$ cat src/rtl/prs_pkg.sv
// prs_pkg: PRBS-15 constants, checker FSM state type and LFSR step function shared with prs_gen
package prs_pkg;
    localparam int PRS_LEN = 15;
    localparam logic [PRS_LEN-1:0] PRS_TAPS = 15'h6000;

    typedef enum logic [1:0] {
        ST_SEARCH = 2'd0,
        ST_VERIFY = 2'd1,
        ST_LOCKED = 2'd2
    } prs_state_t;

    function automatic logic [PRS_LEN-1:0] prs_next(input logic [PRS_LEN-1:0] s);
        return {s[PRS_LEN-2:0], ^(s & PRS_TAPS)};
    endfunction
endpackage

$ cat src/rtl/prs_lfsr_sync.sv
// prs_lfsr_sync: 15-bit PRBS replica that either loads received bits or free-runs on its own feedback
module prs_lfsr_sync
    import prs_pkg::*;
(
    input  logic CLK,
    input  logic nRESET,
    input  logic i_en,
    input  logic i_load,
    input  logic i_bit,
    output logic o_p,
    output logic o_zero
);
    logic [PRS_LEN-1:0] s, s_free, s_d;

    assign s_free = prs_next(s);
    assign o_p    = s_free[0];
    assign s_d    = i_load ? {s[PRS_LEN-2:0], i_bit} : s_free;
    assign o_zero = s_d == '0;

    // replica register advances once per valid bit
    always_ff @(posedge CLK) begin
        if (!nRESET) s <= '0;
        else if (i_en) s <= s_d;
    end
endmodule

$ cat config.mk
export PLATFORM = sky130hd
export DESIGN_NAME = prs_lfsr_sync
export DESIGN_NICKNAME = d
export VERILOG_FILES = /design/src/rtl/prs_pkg.sv /design/src/rtl/prs_lfsr_sync.sv
export SDC_FILE = /design/constraint.sdc
export NUM_CORES = 1
export LEC_CHECK = 0
export ABC_AREA = 0
export CAP_MARGIN = 20
export CORE_AREA = 2 2 39 41
export CTS_BUF_LIST = sky130_fd_sc_hd__clkbuf_16
export CTS_CLUSTER_DIAMETER = 60
export CTS_CLUSTER_SIZE = 16
export DETAILED_ROUTE_END_ITERATION = 12
export DIE_AREA = 0 0 41 43
export PLACE_DENSITY = 0.78
export SLEW_MARGIN = 20
export SYNTH_ARGS = -nofsm -noshare
export SYNTH_HDL_FRONTEND = slang
export SYNTH_SLANG_ARGS = --single-unit
$ cat constraint.sdc
create_clock -name CLK -period 2.2 [get_ports CLK]
set_input_delay 0.44 -clock CLK [delete_from_list [all_inputs] [get_ports CLK]]
set_output_delay 0.44 -clock CLK [all_outputs]
set_load 0.02 [all_outputs]
# Word-level counts from Yosys, hierarchy flattened
# Index checks and enable logic that the tools add are counted.
# totals
ff_bits,15
elab_cells,4
# op_classes
muxes,1
n_reduce_logical,2
# op_table
op,count
15-bit zero test,1
15-bit XOR reduction,1
1-bit two-way mux,1

# Longest topological paths before layout
# Gate-level depths: netlist (run 1).
# depth
ltp_word,3
ltp_mapped,4
mapped_depth_nobuf,3

# Least setup slack after synthesis (run 1)
# OpenSTA, ideal clock, no wires.
# synth_timing
kind,reg2out
from,reg s[12]
to,out o_zero
arrival_ns,1.203
required_ns,1.760
path_slack_ns,0.557
stages_incl_launch_ff,4
n_path_buf,0
cell_sequence,dfxtp_1 > or4_4 > nor3_2 > and4_1
# synth_via
elab_chain_len,1
# synth_lines
item,line_no,text
from (decl),prs_lfsr_sync.sv:13,"logic [PRS_LEN-1:0] s, s_free, s_d;"
from (signal assigned),prs_lfsr_sync.sv:22,if (!nRESET) s <= '0;
from (signal assigned),prs_lfsr_sync.sv:23,else if (i_en) s <= s_d;
15-bit zero test,prs_lfsr_sync.sv:18,assign o_zero = s_d == '0;
to (decl),prs_lfsr_sync.sv:11,output logic o_zero
# No other way between the ends.

# Final worst setup path (run 1)
# Ends and elaborated chain as after synthesis.

==> out/metrics.cfg, run 1 <==
[outcome]
status = completed

[placement]
io_buffers = 6
place_inst = 79
place_congestion = 0.6542
hpwl_um = 688.9
placed_area_um2 = 713.2

[setup_path]
cp-start-kind = register
endpoint_kind = output port
cp.arrival_ns = 1.70
worst-path-max-fanout = 3
timing.rr.start = s[13]
crit_required_ns = 1.76
worst-setup-path-type = register to output port
crit_start = s[12]

[global_route]
grt_pass1_vias = 383
grt_pass1_wl_mm = 1.683
gr-total-overflow = 0
grt_max_degree = 17
grt_usage_pct = 14.86
antenna_found_initial = 0

[finish]
drive_gt1_share_pct = 11.94
top_regs = s: 15 flops
layout.nets = 73
multi_input_area_um2 = 310.3
num_antenna_cells = 0
design_area_um2 = 790.8
largest_reg_flops = 15
fillers = 125
instances_no_fill = 83
top_register = s
seqCellArea_um2 = 300.3
area_delta_synth_final_pct = 26.15

[sta]
drv_slew = 0
finalCriticalPeriod_ns = 2.144
setup_tns_ns = 0
hold_viol = 0
fin_crit_sh_pct = 97.46
finalSetupViolCount = 0
tightestPinTransition_ns = 0.4267
finalClockSkew_ns = 0.004082
max_freq_mhz = 466.4
relSlewSlack_pct = 71.46
rsz0062_at_grt = no

[floorplanning]
fp.coreArea_um2 = 1384
dieArea_um2 = 1763
initial_core_util_pct = 45.30
dieWidth_um = 41
rows = 14
die_h_um = 43
pin_count = 7

[worst_hold_path]
hold_class = register to register
worstHoldStart = s[0]

[routing]
final_antenna_net_count = 0
wire_per_inst_um = 12.14
routed_wirelength_mm = 1.008
drc = 0
vias = 412
drt_iter0_drc = 4
vias_per_cell = 4.964
drt_pass1_iterations = 4

[clock_network]
cts-root-buf = clkbuf_16
clock_sinks = 15
clkTransAtPathRegs_ns = 0.05
clockBufferDepth = 2
h-tree-depth = 1
clock_latency_ns = 0.24
cts_tree = yes
cts-buffers-inserted = 3

[logic_synthesis]
syn-cell-area_um2 = 626.9
synth_top_family_by_area = simple AND/OR/NAND/NOR gates
netlist_instances = 57
yosysSeqAreaShare_pct = 47.90
ys_ff_latch = 15
synth_fa_ha_area_share_pct = 0
synthXorXnorAreaFrac_pct = 1.397
synth-compound-area-share_pct = 2.196
synth_warnings = 0
synth_nets = 62
synth_area_per_cell_um2 = 11.00
synthDistinctLibCells = 16
synthMuxAreaShare_pct = 22.36
synth-simple-area-share_pct = 23.55

[power_and_ir_drop]
p_leak_nw = 0.3301
power_density_nw_per_um2 = 832.8
irDropWorstVdd_v = 0.0003128

[run]
maxCapViolCount = 0

[worst max-delay path, cell delays in order (launching register included)]
cell and delay (ns):
dfxtp_1 0.32, or4_4 0.53, nor3_2 0.11, and4_1 0.18, dlygate4sd2_1 0.32
[cells in the final DEF (no fill, tap or decap)]
cell / instances
nor2b_1: 14
o2111ai_1: 1
nor3_2: 1
nand2_1: 1
mux2i_1: 14
buf_4: 3
o21ai_0: 1
nand3b_1: 1
inv_1: 1
nand2b_1: 1
clkbuf_16: 3
nor4_1: 2
and4_1: 1
dlygate4sd2_1: 1
or4_4: 1
clkdlybuf4s50_1: 5
xor2_1: 1
dfxtp_1: 15
[cell usage after synthesis]
cell type,number,share of area [%]
and4_1,1,1.4
nor2b_1,14,14
o21ai_0,1,0.80
nor3_2,1,1.6
or4_4,1,1.8
nand2b_1,1,1.0
nand3b_1,1,1.2
buf_4,1,1.2
buf_2,1,0.80
mux2i_1,14,22
nand2_1,1,0.60
dfxtp_1,15,48
clkbuf_1,1,0.60
o2111ai_1,1,1.4
nor4_1,2,2.0
xor2_1,1,1.4
[power by group]
| group | switching [mW] | internal [mW] |
|---|---|---|
| Clock | 0.102 | 0.240 |
| Combinational | 0.0171 | 0.0241 |
| Sequential | 0.00145 | 0.274 |
| Total | 0.120 | 0.538 |
[metrics by stage]
step / setup slack [ns] / util [%] / total power, mW / hold WS, ns
finish: 0.05581 / 57.14 / 0.6586 / 0.4944
global route: 0.005382 / 57.14 / 0.6807 / 0.5234
CTS: 0.04741 / 57.14 / 0.6684 / 0.4957
detailed placement: -0.1194 / 51.54 / 0.3240 / 0.4919
global placement: -0.1078 / 51.54 / 0.3238 / 0.4808
floorplan: 0.5565 / - / 0.3084 / 0.4595
[area by class of cell]
cell class,count,area share (%)
multi-input combinational,39,39.24
timing repair buffer,9,10.28
sequential,15,37.97
clock buffer,3,9.494
tap,16,2.532
clock inverter,1,0.4747
[final timing paths]
path              slack, ns      to  cells after the start
setup / recovery       0.06  o_zero                      4
hold / removal         0.49    s[0]                      2
setup reg to reg       1.19    s[0]                      4
hold reg to reg        0.49    s[0]                      2
[cells by family after synthesis]
kind of cell / count (synthesis)
buffers and inverters: 3
AND/OR/NAND/NOR: 22
flip-flops: 15
multiplexers: 14
AO/OA/AOI/OAI: 2
XOR/XNOR: 1
[per-layer routing]
metal  up-vias  wire, µm  part of all wire (%)  global-route usage [%]
li1        217         -                     -                       -
met1       192       472                    47                   17.76
met2         3       526                    52                   21.56
met3         0         9                  0.89                   3.141
met4         0         0                     0                   12.00
met5         -         0                     0                       0
[repair_timing]
item                                    4_1_cts  5_1_grt
buffers inserted                              0        0
endpoints found under the setup margin        1        0
hold buffers                                  0        0
gates resized for setup                       1        0
Note: power is estimated with default switching activity, not from simulation.
==> run 2: changes to the inputs <==
--- a/config.mk
+++ b/config.mk
@@ -7,13 +7,13 @@
 export LEC_CHECK = 0
 export ABC_AREA = 0
 export CAP_MARGIN = 20
-export CORE_AREA = 2 2 39 41
+export CORE_UTILIZATION = 45
 export CTS_BUF_LIST = sky130_fd_sc_hd__clkbuf_16
 export CTS_CLUSTER_DIAMETER = 60
 export CTS_CLUSTER_SIZE = 16
 export DETAILED_ROUTE_END_ITERATION = 12
-export DIE_AREA = 0 0 41 43
-export PLACE_DENSITY = 0.78
+export MAX_ROUTING_LAYER = met4
+export PLACE_DENSITY = 0.75
 export SLEW_MARGIN = 20
 export SYNTH_ARGS = -nofsm -noshare
 export SYNTH_HDL_FRONTEND = slang
==> run 2 against run 1 <==
Effect of this change:
- worst hold slack got worse by 0.0015 ns
- clock power about the same
- first-iteration DRC count is 100% lower
- highest routed layer unchanged
- cell count shrank 1.2%
- via count fell by 0.24%
- combinational power hardly changed
- power shrank 0.14%
- largest power group unchanged
- setup slack got worse by 0.0065 ns
==> out/metrics.cfg, run 2 (synthesis gave the netlist of run 1 again) <==
[sta]
finalCriticalPeriod_ns = 2.151  ; +0.006480 ns
max_freq_mhz = 465.0  ; -0.30%
relSlewSlack_pct = 71.34  ; -0.12 points
hold_viol = 0  ; unchanged
finalSetupViolCount = 0  ; unchanged
drv_slew = 0  ; unchanged
finalClockSkew_ns = 0.004372  ; +0.0002898 ns
rsz0062_at_grt = no
tightestPinTransition_ns = 0.4285  ; +0.001765 ns
fin_crit_sh_pct = 97.76  ; +0.29 points

[power_and_ir_drop]
cellInternalPower_uw = 538.3  ; about the same
power_density_nw_per_um2 = 833.0  ; about the same
seq_power_share_pct = 42.0  ; about the same
p_sw_uw = 119.3  ; -0.72%
p_comb_share_pct = 6.3  ; about the same
pwr-share-clk_pct = 51.7  ; -0.2 points
irDropWorstVdd_v = 0.0006478  ; +110%
p_leak_nw = 0.3301  ; unchanged
swShare_pct = 18.14  ; -0.11 points

[placement]
place_inst = 78  ; -1.3%
io_buffers = 6  ; unchanged
place_congestion = 0.6651  ; +1.7%

[finish]
instances_no_fill = 82  ; -1.2%
layout_commonest_cell = dfxtp_1
layout.nets = 73  ; unchanged
top_regs = s: 15 flops
num_antenna_cells = 0  ; unchanged
drive_gt1_share_pct = 11.94  ; unchanged
layout_common_cells = dfxtp_1 (15), mux2i_1 (14), nor2b_1 (14)
finish.utilization_pct = 60.67  ; +3.5 points
area_delta_synth_final_pct = 25.95
top_register = s
largest_reg_flops = 15  ; unchanged

[routing]
vias = 411  ; -0.24%
drt_pass1_iterations = 1  ; -3
drc = 0  ; unchanged
vias_per_cell = 5.012  ; +0.97%
final_antenna_net_count = 0  ; unchanged
drt_iter0_drc = 0  ; -4
wire_per_inst_um = 12.90  ; +6.2%
routed_wirelength_mm = 1.058  ; +5.0%

[clock_network]
h-tree-depth = 1  ; unchanged
clock_sinks = 15  ; unchanged
post_cts_resized = 1  ; unchanged
clockBufferDepth = 2  ; unchanged
cts.hold.buffers_added = 0  ; unchanged
postCtsSetupBuffers = 0  ; unchanged
clock_latency_ns = 0.24  ; about the same
cts-buffers-inserted = 3  ; unchanged
cts_tree = yes
clkTransAtPathRegs_ns = 0.05  ; about the same
cts-root-buf = clkbuf_16

[setup_path]
cp-start-kind = register
crit_required_ns = 1.76  ; about the same
endpoint_kind = output port
worst-path-max-fanout = 3  ; unchanged
worst-setup-path-type = register to output port
cp.arrival_ns = 1.71  ; about the same

[floorplanning]
dieWidth_um = 39.32  ; -4.1%
rows = 13  ; -1
dieArea_um2 = 1546  ; -12%
die_h_um = 39.32  ; -8.6%
initial_core_util_pct = 48.17  ; +2.9 points
fp.coreArea_um2 = 1301  ; -6.0%
pin_count = 7  ; unchanged

[global_route]
gr-total-overflow = 0  ; unchanged
grt_pass1_wl_mm = 1.697  ; +0.83%
grt_pass1_vias = 383  ; unchanged
grt_max_degree = 17  ; unchanged
grt_usage_pct = 17.97  ; +3.1 points
antenna_found_initial = 0  ; unchanged

[run]
maxCapViolCount = 0  ; unchanged

[worst_hold_path]
hold_class = register to register

[outcome]
status = completed

[run 2: metrics by stage]
step	power [mW]	setup slack, ns	hold WS, ns	TNS, ns	instance area [µm²]
final	0.6576	0.04933	0.4929	0	789.5
after global routing	0.6850	0.007519	0.5199	0	789.5
after CTS	0.6687	0.04288	0.4960	0	789.5
after detailed placement	0.3242	-0.1301	0.4843	-0.1301	711.9
after global placement	0.3240	-0.1094	0.4813	-0.1094	711.9
after floorplan	0.3084	0.5565	0.4595	0	626.9
[run 2: final timing paths]
kind                            startpoint      to  slack, ns  depth (start not counted)
worst max-delay path                 s[12]  o_zero       0.05                          4
worst min-delay path                  s[0]    s[0]       0.49                          2
worst max register to register       s[13]    s[0]       1.19                          4
worst min register to register        s[0]    s[0]       0.49                          2
[run 2: per-layer routing]
layer	global-route usage, %	wire length, µm
met5	-	0
met4	5.172	0
met3	10.23	34
met2	25.42	495
met1	21.68	528
[run 2: cell type report]
type	count	area, µm²
clock inverter	1	3.754
timing repair buffer	9	81.33
tap	15	18.77
clock buffer	3	75.07
multi-input combinational	39	310.3
fill	121	511.7
sequential	15	300.3
[run 2: critical path: stages, from the launching register on]
cell and delay (ns):
dfxtp_1 0.33, or4_4 0.54, nor3_2 0.10, and4_1 0.17
dlygate4sd2_1 0.33
[run 2: power groups by stage]
stage | combinational (mW) | sequential [mW] | clock [mW]
after floorplan | 0.0277 | 0.281 | 0
after global placement | 0.0430 | 0.281 | 0
after detailed placement | 0.0432 | 0.281 | 0
after CTS | 0.0418 | 0.276 | 0.351
after global routing | 0.0442 | 0.276 | 0.365
final | 0.0413 | 0.276 | 0.340
